`src/rtl/freq_meas_master_if.sv`:
```
// Wishbone classic bus between the frequency-measurement master and the ALU slave.
interface freq_meas_master_if;
    logic [31:0] adr_o;
    logic [31:0] dat_o;
    logic        we_o;
    logic [7:0]  sel_o;
    logic        cyc_o;
    logic        stb_o;
    logic        lock_o;
    logic        ack_i;
    logic        err_i;
    logic        rty_i;

    modport master (
        output adr_o, dat_o, we_o, sel_o, cyc_o, stb_o, lock_o,
        input  ack_i, err_i, rty_i
    );

    modport slave (
        input  adr_o, dat_o, we_o, sel_o, cyc_o, stb_o, lock_o,
        output ack_i, err_i, rty_i
    );
endinterface

```
`src/rtl/freq_meas_master.sv`:
```
// Reciprocal frequency counter; sends count_x then count_ref to the ALU in one locked Wishbone cycle.
// Optional macro FREQ_MEAS_RETRY_EN: rty_i re-issues a beat (max 3 times) instead of failing.
module freq_meas_master #(
    parameter int unsigned GATE_CYCLES    = 100000,
    parameter int unsigned TIMEOUT_CYCLES = 1000000,
    parameter logic [31:0] OPA_ADDR       = 32'h0000_0000,
    parameter logic [31:0] OPB_ADDR       = 32'h0000_0004
) (
    input  logic               clk_i,
    input  logic               rst_i,
    input  logic               sig_i,
    input  logic               start_i,
    output logic               busy_o,
    output logic               done_o,
    output logic               error_o,
    freq_meas_master_if.master wb
);
    localparam logic [31:0] CNT_MAX = 32'hFFFF_FFFF;
    localparam logic [31:0] GATE_K  = 32'(GATE_CYCLES);
    localparam logic [31:0] TO_LAST = (TIMEOUT_CYCLES > 0) ? 32'(TIMEOUT_CYCLES - 1) : 32'd0;

    typedef enum logic [3:0] {
        IDLE, ARM, MEASURE, CLOSE, WR_A, GAP, WR_B, DONE, FAIL, RTY_A, RTY_B
    } state_t;

    state_t      state_q, state_d;
    logic        sig_p0, sig_p1, sig_p2;
    logic        edge_evt;
    logic [31:0] x_cnt, ref_cnt, to_cnt;
    logic [31:0] count_ref, adr_q, dat_q;
    logic [31:0] k, x_next;
    logic        error_q;
    logic        rty_fail;
    logic        bus_cyc, bus_stb;
`ifdef FREQ_MEAS_RETRY_EN
    logic [1:0]  rty_cnt;
`endif

    function automatic logic [31:0] sat_inc(input logic [31:0] v);
        return (v == CNT_MAX) ? v : v + 32'd1;
    endfunction

    // k is the cycle index relative to the opening edge for the current cycle
    assign edge_evt = sig_p1 & ~sig_p2;
    assign k        = sat_inc(ref_cnt);
    assign x_next   = sat_inc(x_cnt);

`ifdef FREQ_MEAS_RETRY_EN
    assign rty_fail = (rty_cnt == 2'd3);
`else
    assign rty_fail = 1'b1;
`endif

    always_comb begin
        state_d = state_q;
        case (state_q)
            IDLE:    if (start_i) state_d = ARM;
            ARM: begin
                if (edge_evt)               state_d = MEASURE;
                else if (to_cnt >= TO_LAST) state_d = FAIL;
            end
            MEASURE: begin
                if (edge_evt && (k >= GATE_K)) state_d = WR_A;
                else if (k >= GATE_K)          state_d = CLOSE;
            end
            CLOSE: begin
                if (edge_evt)               state_d = WR_A;
                else if (to_cnt >= TO_LAST) state_d = FAIL;
            end
            WR_A: begin
                if (wb.err_i)      state_d = FAIL;
                else if (wb.rty_i) state_d = rty_fail ? FAIL : RTY_A;
                else if (wb.ack_i) state_d = GAP;
            end
            RTY_A:   state_d = WR_A;
            GAP:     state_d = WR_B;
            WR_B: begin
                if (wb.err_i)      state_d = FAIL;
                else if (wb.rty_i) state_d = rty_fail ? FAIL : RTY_B;
                else if (wb.ack_i) state_d = DONE;
            end
            RTY_B:   state_d = WR_B;
            DONE:    state_d = IDLE;
            FAIL:    state_d = IDLE;
            default: state_d = IDLE;
        endcase
    end

    always_ff @(posedge clk_i or negedge rst_i) begin
        if (!rst_i) begin
            state_q   <= IDLE;
            sig_p0    <= 1'b0;
            sig_p1    <= 1'b0;
            sig_p2    <= 1'b0;
            x_cnt     <= '0;
            ref_cnt   <= '0;
            to_cnt    <= '0;
            count_ref <= '0;
            adr_q     <= '0;
            dat_q     <= '0;
            error_q   <= 1'b0;
`ifdef FREQ_MEAS_RETRY_EN
            rty_cnt   <= '0;
`endif
        end else begin
            // synchronizer stages, then edge history
            sig_p0  <= sig_i;
            sig_p1  <= sig_p0;
            sig_p2  <= sig_p1;
            state_q <= state_d;

            case (state_q)
                IDLE: begin
                    if (start_i) begin
                        error_q <= 1'b0;
                        x_cnt   <= '0;
                        ref_cnt <= '0;
                        to_cnt  <= '0;
                    end
                end
                ARM: begin
                    to_cnt <= sat_inc(to_cnt);
                    if (edge_evt) begin
                        x_cnt   <= '0;
                        ref_cnt <= '0;
                    end
                end
                MEASURE, CLOSE: begin
                    ref_cnt <= k;
                    if (edge_evt) x_cnt <= x_next;
                    if ((k == CNT_MAX) || (edge_evt && (x_next == CNT_MAX))) error_q <= 1'b1;
                    to_cnt <= (state_d == CLOSE && state_q == MEASURE) ? 32'd0 : sat_inc(to_cnt);
                    if (state_d == WR_A) begin
                        count_ref <= k;
                        adr_q     <= OPA_ADDR;
                        dat_q     <= x_next;
                    end
                end
                GAP: begin
                    adr_q <= OPB_ADDR;
                    dat_q <= count_ref;
                end
                default: ;
            endcase

            if (state_d == FAIL) error_q <= 1'b1;

`ifdef FREQ_MEAS_RETRY_EN
            if (state_d == RTY_A || state_d == RTY_B)        rty_cnt <= rty_cnt + 2'd1;
            else if (state_d == GAP || state_q == MEASURE ||
                     state_q == CLOSE)                       rty_cnt <= '0;
`endif
        end
    end

    // bus outputs decode straight from the state register so reset drops them at once
    assign bus_stb   = (state_q == WR_A) || (state_q == WR_B);
    assign bus_cyc   = bus_stb || (state_q == GAP) || (state_q == RTY_A) || (state_q == RTY_B);

    assign wb.stb_o  = bus_stb;
    assign wb.cyc_o  = bus_cyc;
    assign wb.lock_o = bus_cyc;
    assign wb.we_o   = bus_cyc;
    assign wb.sel_o  = bus_stb ? 8'hFF : 8'h00;
    assign wb.adr_o  = adr_q;
    assign wb.dat_o  = dat_q;

    assign busy_o    = (state_q != IDLE);
    assign done_o    = (state_q == DONE);
    assign error_o   = error_q;
endmodule

```
`src/flat_wrapper.sv`:
```
// flat-port wrapper written by rule: the top's interface ports become plain ports
module freq_meas_master_flat 
#(
    parameter int unsigned GATE_CYCLES    = 100000,
    parameter int unsigned TIMEOUT_CYCLES = 1000000,
    parameter logic [31:0] OPA_ADDR       = 32'h0000_0000,
    parameter logic [31:0] OPB_ADDR       = 32'h0000_0004
)
  (clk_i, rst_i, sig_i, start_i, busy_o, done_o, error_o, wb_adr_o, wb_dat_o, wb_we_o, wb_sel_o, wb_cyc_o, wb_stb_o, wb_lock_o, wb_ack_i, wb_err_i, wb_rty_i);
  freq_meas_master_if wb_i ();
  input  logic clk_i;
  input  logic rst_i;
  input  logic sig_i;
  input  logic start_i;
  output logic busy_o;
  output logic done_o;
  output logic error_o;
  output wire logic [$bits(wb_i.adr_o)-1:0] wb_adr_o;
  output wire logic [$bits(wb_i.dat_o)-1:0] wb_dat_o;
  output wire logic [$bits(wb_i.we_o)-1:0] wb_we_o;
  output wire logic [$bits(wb_i.sel_o)-1:0] wb_sel_o;
  output wire logic [$bits(wb_i.cyc_o)-1:0] wb_cyc_o;
  output wire logic [$bits(wb_i.stb_o)-1:0] wb_stb_o;
  output wire logic [$bits(wb_i.lock_o)-1:0] wb_lock_o;
  input wire logic [$bits(wb_i.ack_i)-1:0] wb_ack_i;
  input wire logic [$bits(wb_i.err_i)-1:0] wb_err_i;
  input wire logic [$bits(wb_i.rty_i)-1:0] wb_rty_i;
  assign wb_adr_o = wb_i.adr_o;
  assign wb_dat_o = wb_i.dat_o;
  assign wb_we_o = wb_i.we_o;
  assign wb_sel_o = wb_i.sel_o;
  assign wb_cyc_o = wb_i.cyc_o;
  assign wb_stb_o = wb_i.stb_o;
  assign wb_lock_o = wb_i.lock_o;
  assign wb_i.ack_i = wb_ack_i;
  assign wb_i.err_i = wb_err_i;
  assign wb_i.rty_i = wb_rty_i;
  freq_meas_master #(.GATE_CYCLES(GATE_CYCLES), .TIMEOUT_CYCLES(TIMEOUT_CYCLES), .OPA_ADDR(OPA_ADDR), .OPB_ADDR(OPB_ADDR)) u_core (.clk_i(clk_i), .rst_i(rst_i), .sig_i(sig_i), .start_i(start_i), .busy_o(busy_o), .done_o(done_o), .error_o(error_o), .wb(wb_i));
endmodule
```
`config.mk`:
```
export PLATFORM = sky130hd
export DESIGN_NAME = freq_meas_master_flat
export DESIGN_NICKNAME = d
export VERILOG_FILES = /design/src/rtl/freq_meas_master_if.sv /design/src/rtl/freq_meas_master.sv /design/src/flat_wrapper.sv
export SDC_FILE = /design/constraint.sdc
export NUM_CORES = 1
export LEC_CHECK = 0
export ABC_AREA = 1
export ABC_CLOCK_PERIOD_IN_PS = 3290
export CORE_ASPECT_RATIO = 1.4
export CORE_MARGIN = 3
export CORE_UTILIZATION = 35
export CTS_CLUSTER_SIZE = 12
export DETAILED_ROUTE_END_ITERATION = 12
export HOLD_SLACK_MARGIN = 0.15
export PLACE_DENSITY = 0.56
export SETUP_SLACK_MARGIN = 0.4
export SYNTH_ARGS = -nofsm -noshare
export SYNTH_HDL_FRONTEND = slang
export SYNTH_SLANG_ARGS = --single-unit
export TNS_END_PERCENT = 100
```
`constraint.sdc`:
```
create_clock -name clk_i -period 3.29 [get_ports clk_i]
set_input_delay 0.4935 -clock clk_i [delete_from_list [all_inputs] [get_ports clk_i]]
set_output_delay 0.4935 -clock clk_i [all_outputs]
set_load 0.05 [all_outputs]
```
==> flow_summary.toml, run 1 <==
[status]
outcome = "finished clean"

[logic_synthesis]
yosysTopAreaCell = "dfrtp_1"
synth_seq_area_share = 0.390
synth_seq_cells = 169
synth_warnings = 0
synth.area.top_cells = "dfrtp_1 (39%), nand2_1 (20%), nand3_1 (6.1%)"
syn_area_per_cell_sq_um = 6.75
syn-cell-area_sq_mm = 0.0108
synth_top_area_frac = 0.390
synthCells = 1608
ys_types = 37

[finish]
nNetsFinal = 1669
area_growth_pct = 16.7
drive_gt1_frac = 0.0742
fillCellCount = 3200
regArea_sq_mm = 0.00424
multiInputGateArea_sq_mm = 0.00571
utilization = 0.418
diodes = 0

[critical_path]
end_kind = "flop"
critPathRequiredTime_ns = 3.61
timing.critical_path.from = "u_core.ref_cnt[0]"
cp_data_arrival_time_ns = 3.05
cp_max_fo = 16
crit_type = "reg2reg"
crit_path_start_kind = "flop"
regToRegStartpoint = "u_core.ref_cnt[0]"

[global_routing]
overflow = 0
met2_usage = 0.385
grt_start_max_net_pins = 69
grt_use_met1 = 0.235
first_global_vias = 10400
grt_use_total = 0.207
antenna_found_initial = 0
grt_pass1_wl_mm = 54.9
grtUsageMet3 = 0.0262
busiest_layer = "met2"

[sta]
max_slew_margin = 0.494
skew_ns = 0.00909
clock.fmax_mhz = 365
fin_crit_sh = 0.832
finalHoldViolCount = 0
setup_viol = 0
maxSlewViolCount = 0
tightest_slew_ns = 0.758
rsz0062_at_grt = "no"
fin_crit_ns = 2.74
finalSetupTns_ns = 0

[clock_network]
clk_latency_ns = 0.44
ctsLongestPathBuffers = 2
cts.sinks = 169
cts_tree = "done"
h-tree-depth = 4
clk_pin_slew_ns = 0.07
numCtsBuffers = 17
ctsRootBufferMaster = "clkbuf_16"

[placed_design]
dp_hpwl_mm = 25.5
finalWeightedCongestion = 0.926
io_buffers = 54

[min_path]
hold_class = "reg2reg"
worstHoldStart = "u_core.sig_p0"

[run]
drv_cap = 0

[route]
wl_mm = 35.2
remaining_drc_errors = 0
vias = 10400
via_per_inst = 5.08
ant_nets = 0
detail_route.wl_per_cell_microns = 17.1
drtIter0Drc = 592
dr.pass1.iters = 5

[floorplanning]
rows = 75
dieWidth_microns = 155
core_sq_mm = 0.0303
io_pins = 86
die_h_microns = 214
initial_core_util = 0.358
die_area_sq_mm = 0.0332

[power_and_ir_drop]
power_density_mw_per_mm2 = 563
ir_worst_vdd_mv = 0.426
power_leakage_nw = 5.80
-- state kept, by name, indices dropped and copies added, names as in the netlist --
name,cells
u_core.count_ref,32
u_core.error_o,1
u_core.ref_cnt,32
u_core.sig_p0,1
u_core.sig_p1,1
u_core.sig_p2,1
u_core.state_q,4
u_core.to_cnt,32
u_core.wb.adr_o,1
u_core.wb.dat_o,32
u_core.x_cnt,32
-- repair_timing --
item / 4_1_cts / 5_1_grt
pin swaps: 0 / 2
hold buffers: 1 / 0
resized for setup: 6 / 35
hold endpoints to repair: 66 / 0
buffers inserted: 0 / 11
cloned: 0 / 4
setup endpoints to repair: 60 / 109
-- through the flow --
stage	hold WS, ns	total power [mW]	worst slack [ns]	cell area (sq um)	cells
floorplan	0.198	4.03	0.764	11000	1638
global placement	0.338	4.91	0.333	11700	2009
detailed placement	0.345	4.92	0.283	11700	2009
CTS	0.359	7.10	0.408	12400	2042
global route	0.376	7.46	0.366	12700	2057
finish	0.355	7.13	0.554	12700	2057
-- power breakdown --
part | switching [mW] | internal, mW | leakage [nW]
logic | 2.00 | 0.637 | 3.18
clock network | 0.916 | 1.24 | 0.292
registers | 0.122 | 2.21 | 2.33
-- Yosys cell counts --
cell       instances
nor2_1           155
inv_1            151
nor4b_1            2
buf_6              4
inv_2              1
o21ai_0           97
nand2_2            3
nor4_1             8
a31oi_1            1
ha_1               3
nor3_1            29
a22o_1             9
conb_1             1
or2_2              1
nand4_1           48
nor2_4             1
buf_2             12
nand2_4            1
nand2_1          582
o21ai_1           11
buf_1              2
o22ai_1           20
a21oi_1            5
clkbuf_1          40
nand3_2            2
nand3b_1           5
nor3b_1            2
mux2i_1            1
xor2_1            48
a21boi_0           1
clkinv_1           1
dfrtp_1          169
nor2_2             1
nand3_1          132
o2111ai_1          1
buf_4             44
xnor2_1           14
-- area by class of cell --
| cell class | count | area share |
|---|---|---|
| Clock inverter | 13 | 0.0133 |
| Tap cell | 385 | 0.0380 |
| Timing Repair Buffer | 103 | 0.0816 |
| Clock buffer | 19 | 0.0358 |
| Sequential cell | 169 | 0.335 |
| Multi-Input combinational cell | 1215 | 0.451 |
| Inverter | 153 | 0.0454 |
-- routing by layer --
metal	vias to the layer above	wire length (microns)
met5	-	0
met4	0	1400
li1	5177	-
met1	4945	13700
met3	71	1130
met2	256	19000
-- kinds of logic after synthesis --
group,after synthesis,share of synthesized area
compound gates,145,0.0730
xor+xnor,62,0.0501
fa+ha+maj,3,0.00346
buf+inv,255,0.108
flops,169,0.390
mux,1,0.000923
other cells,1,0.000346
simple gates,972,0.375
-- worst paths after layout --
check                                  endpoint  cells past startpoint  slack (ns)
hold reg to reg                   u_core.sig_p1                      0        0.36
max in group asynchronous       u_core.x_cnt[5]                      3        1.90
min in group asynchronous     u_core.to_cnt[24]                      2        0.63
hold / removal                    u_core.sig_p1                      0        0.36
setup reg to reg           u_core.count_ref[23]                     17        0.55
setup / recovery           u_core.count_ref[23]                     17        0.55
-- critical path, cell delays in order, from the launching register on --
cell and delay, ns:
dfrtp_2 0.44, ha_1 0.23, nand3_2 0.12, inv_2 0.06
nand2_2 0.10, nor2_4 0.07, buf_4 0.14, nand2_4 0.19
nand3_1 0.17, nor2_1 0.19, nand2_1 0.08, nor2_1 0.11
nand2_1 0.12, nand3_4 0.13, nand2_4 0.11, buf_4 0.18
nand2_1 0.11, nand2_1 0.06
-- cells in the final DEF, fill, tap and decap left out, drive strengths merged --
cell type / Yosys / final
a22o: 9 / 9
nor4: 8 / 8
nand3: 134 / 134
nand4: 48 / 48
a21oi: 5 / 5
a21boi: 1 / 1
dlymetal6s2s: 0 / 3
xor2: 48 / 48
o21ai: 108 / 108
dlygate4sd3: 0 / 1
clkdlybuf4s50: 0 / 47
nor4b: 2 / 2
nand2: 586 / 587
a31oi: 1 / 1
or2: 1 / 1
nand3b: 5 / 5
inv: 152 / 153
nor3b: 2 / 2
clkinv: 1 / 6
clkbuf: 40 / 21
o22ai: 20 / 20
ha: 3 / 3
dfrtp: 169 / 169
o2111ai: 1 / 1
clkinvlp: 0 / 4
bufinv: 0 / 3
buf: 62 / 50
nor3: 29 / 29
mux2i: 1 / 1
xnor2: 14 / 14
nor2: 157 / 157
conb: 1 / 31
(Power assumes the default switching activity.)
==> run 2, diff against run 1 <==
--- a/config.mk
+++ b/config.mk
@@ -6,14 +6,14 @@
 export NUM_CORES = 1
 export LEC_CHECK = 0
 export ABC_AREA = 1
-export ABC_CLOCK_PERIOD_IN_PS = 3290
+export ABC_CLOCK_PERIOD_IN_PS = 2500
 export CORE_ASPECT_RATIO = 1.4
 export CORE_MARGIN = 3
 export CORE_UTILIZATION = 35
 export CTS_CLUSTER_SIZE = 12
 export DETAILED_ROUTE_END_ITERATION = 12
 export HOLD_SLACK_MARGIN = 0.15
-export PLACE_DENSITY = 0.56
+export PLACE_DENSITY = 0.57
 export SETUP_SLACK_MARGIN = 0.4
 export SYNTH_ARGS = -nofsm -noshare
 export SYNTH_HDL_FRONTEND = slang
==> constraint.sdc (replaced) <==
create_clock -name clk_i -period 2.5 [get_ports clk_i]
set_input_delay 0.375 -clock clk_i [delete_from_list [all_inputs] [get_ports clk_i]]
set_output_delay 0.375 -clock clk_i [all_outputs]
set_load 0.05 [all_outputs]
==> flow_summary.toml, run 2 (same netlist as run 1, synthesis figures left out) <==
[clock_network]
ctsLongestPathBuffers = 2
h-tree-depth = 4
numCtsBuffers = 17
ctsRootBufferMaster = "clkbuf_16"
clk_pin_slew_ns = 0.07
clk_latency_ns = 0.45
cts_tree = "done"
cts.sinks = 169

[critical_path]
critPathRequiredTime_ns = 2.84
cp_top_family = "simple AND/OR/NAND/NOR gates"
rrSetupSlack_ns = -0.14
regToRegStartpoint = "u_core.ref_cnt[1]"
cp_data_arrival_time_ns = 2.98
critPathBufInv = 4
r2r_cells = 19
end_kind = "flop"
slowest_stage = "dfrtp_1"
critPathMaxStageDelay_ns = 0.43
crit_path_start_kind = "flop"
crit_type = "reg2reg"
cp_max_fo = 20
cpMostUsedCell = "nand2_1"
rr_endpoint = "u_core.wb.dat_o[27]"
cp_cell_sequence = "ha_4 -> nand3_4 -> inv_2 -> nand2_4 -> nor2_4 -> nand2_4 -> buf_12 -> nand3_2 -> inv_1 -> nand2_1 -> nor2_1 -> nand2_1 -> nor2_2 -> nand2_4 -> nand3_4 -> nand3_4 -> clkbuf_16 -> nand2_1 -> nand2_1"

[power_and_ir_drop]
clockPowerShare = 0.271
power_frac_comb = 0.405
seqPwrFrac = 0.324
p_int_mw = 5.36
ir_worst_vdd_mv = 0.500
power_leakage_nw = 6.72
power_density_mw_per_mm2 = 665
p_sw_mw = 4.09
swShare = 0.433

[floorplanning]
io_pins = 86
core_sq_mm = 0.0303
initial_core_util = 0.358
rows = 75
die_area_sq_mm = 0.0332
dieWidth_microns = 155
die_h_microns = 214

[global_routing]
antenna_found_initial = 0
grt_start_max_net_pins = 59
first_global_vias = 11200
grt_use_total = 0.222
overflow = 0
grt_pass1_wl_mm = 58.6

[finish]
diodes = 0
utilization = 0.469
layout.cells.most_common = "nand2_1"
area_growth_pct = 31.0
nNetsFinal = 1822
drive_gt1_frac = 0.189
regArea_sq_mm = 0.00423
fillCellCount = 3092
multiInputGateArea_sq_mm = 0.00601
final_cell_mix = "nand2_1 (559), buf_4 (178), dfrtp_1 (167)"

[sta]
maxSlewViolCount = 0
clock.fmax_mhz = 379
setup_slack_ns = -0.141
tightest_slew_ns = 0.736
fin_crit_ns = 2.64
max_slew_margin = 0.506
rsz0062_at_grt = "yes"
finalSetupTns_ns = -6.92
fin_crit_sh = 1.06
setup_viol = 94
finalHoldViolCount = 0
skew_ns = 0.0109

[run]
drv_cap = 0

[route]
via_per_inst = 5.01
remaining_drc_errors = 0
vias = 11100
detail_route.wl_per_cell_microns = 16.8
drtIter0Drc = 744
wl_mm = 37.1
ant_nets = 0
dr.pass1.iters = 5

[placed_design]
finalWeightedCongestion = 0.982
preCtsSetupSlack_ns = -0.121
io_buffers = 54
dp_hpwl_mm = 27.3

[status]
violations = "setup timing"
outcome = "finished with violations"

[min_path]
hold_class = "in2async"
## run 2: area by class of cell
type	count	share of cell area
flip-flops and latches	169	0.298
inverters	153	0.0409
clock inverters	7	0.00475
clock buffers	25	0.0335
multi-input cells	1215	0.423
repair buffers	256	0.166
well taps	385	0.0339
## run 2: how the worst max path moves through the flow
stage	from	end	slack, ns	cells past startpoint
6_report	u_core.ref_cnt[1]	u_core.wb.dat_o[27]	-0.14	19
5_1_grt	u_core.ref_cnt[6]	u_core.count_ref[24]	-0.29	17
4_1_cts	u_core.ref_cnt[1]	u_core.count_ref[5]	-0.05	19
3_5_place_dp	u_core.x_cnt[0]	u_core.error_o	-0.12	16
3_3_place_gp	u_core.x_cnt[0]	u_core.error_o	-0.12	16
2_1_floorplan	u_core.ref_cnt[1]	u_core.count_ref[21]	0.25	19
## run 2: routing by layer
layer  wire (microns)  track usage  share of wire
met2            20200        0.416           0.54
met1            14300        0.246           0.38
met4             1660       0.0978          0.045
met5                0            0              0
met3              960       0.0307          0.026
## run 2: repair_timing
action	in CTS	in global routing
setup endpoints to repair	146	173
endpoints found under the hold margin	128	0
resized for setup	50	107
pin swaps	5	40
gates cloned	5	4
hold buffers	1	0
buffers inserted	4	9
## run 2: power groups by stage
stage / Clock, mW / Combinational, mW / Sequential (mW)
final: 2.56 / 3.83 / 3.06
after global routing: 2.74 / 4.10 / 3.09
after CTS: 2.63 / 3.68 / 3.05
after detailed placement: 0 / 3.61 / 3.10
after global placement: 0 / 3.59 / 3.10
after floorplan: 0 / 2.09 / 3.26
## run 2: through the flow
stage,power [mW],instance area (sq um),cells,hold slack (ns)
after floorplan,5.36,11000,1638,0.0794
after global placement,6.69,12900,2155,0.236
after detailed placement,6.72,12900,2155,0.238
after CTS,9.36,13800,2197,0.312
after global routing,9.93,14200,2210,0.323
final,9.46,14200,2210,0.330
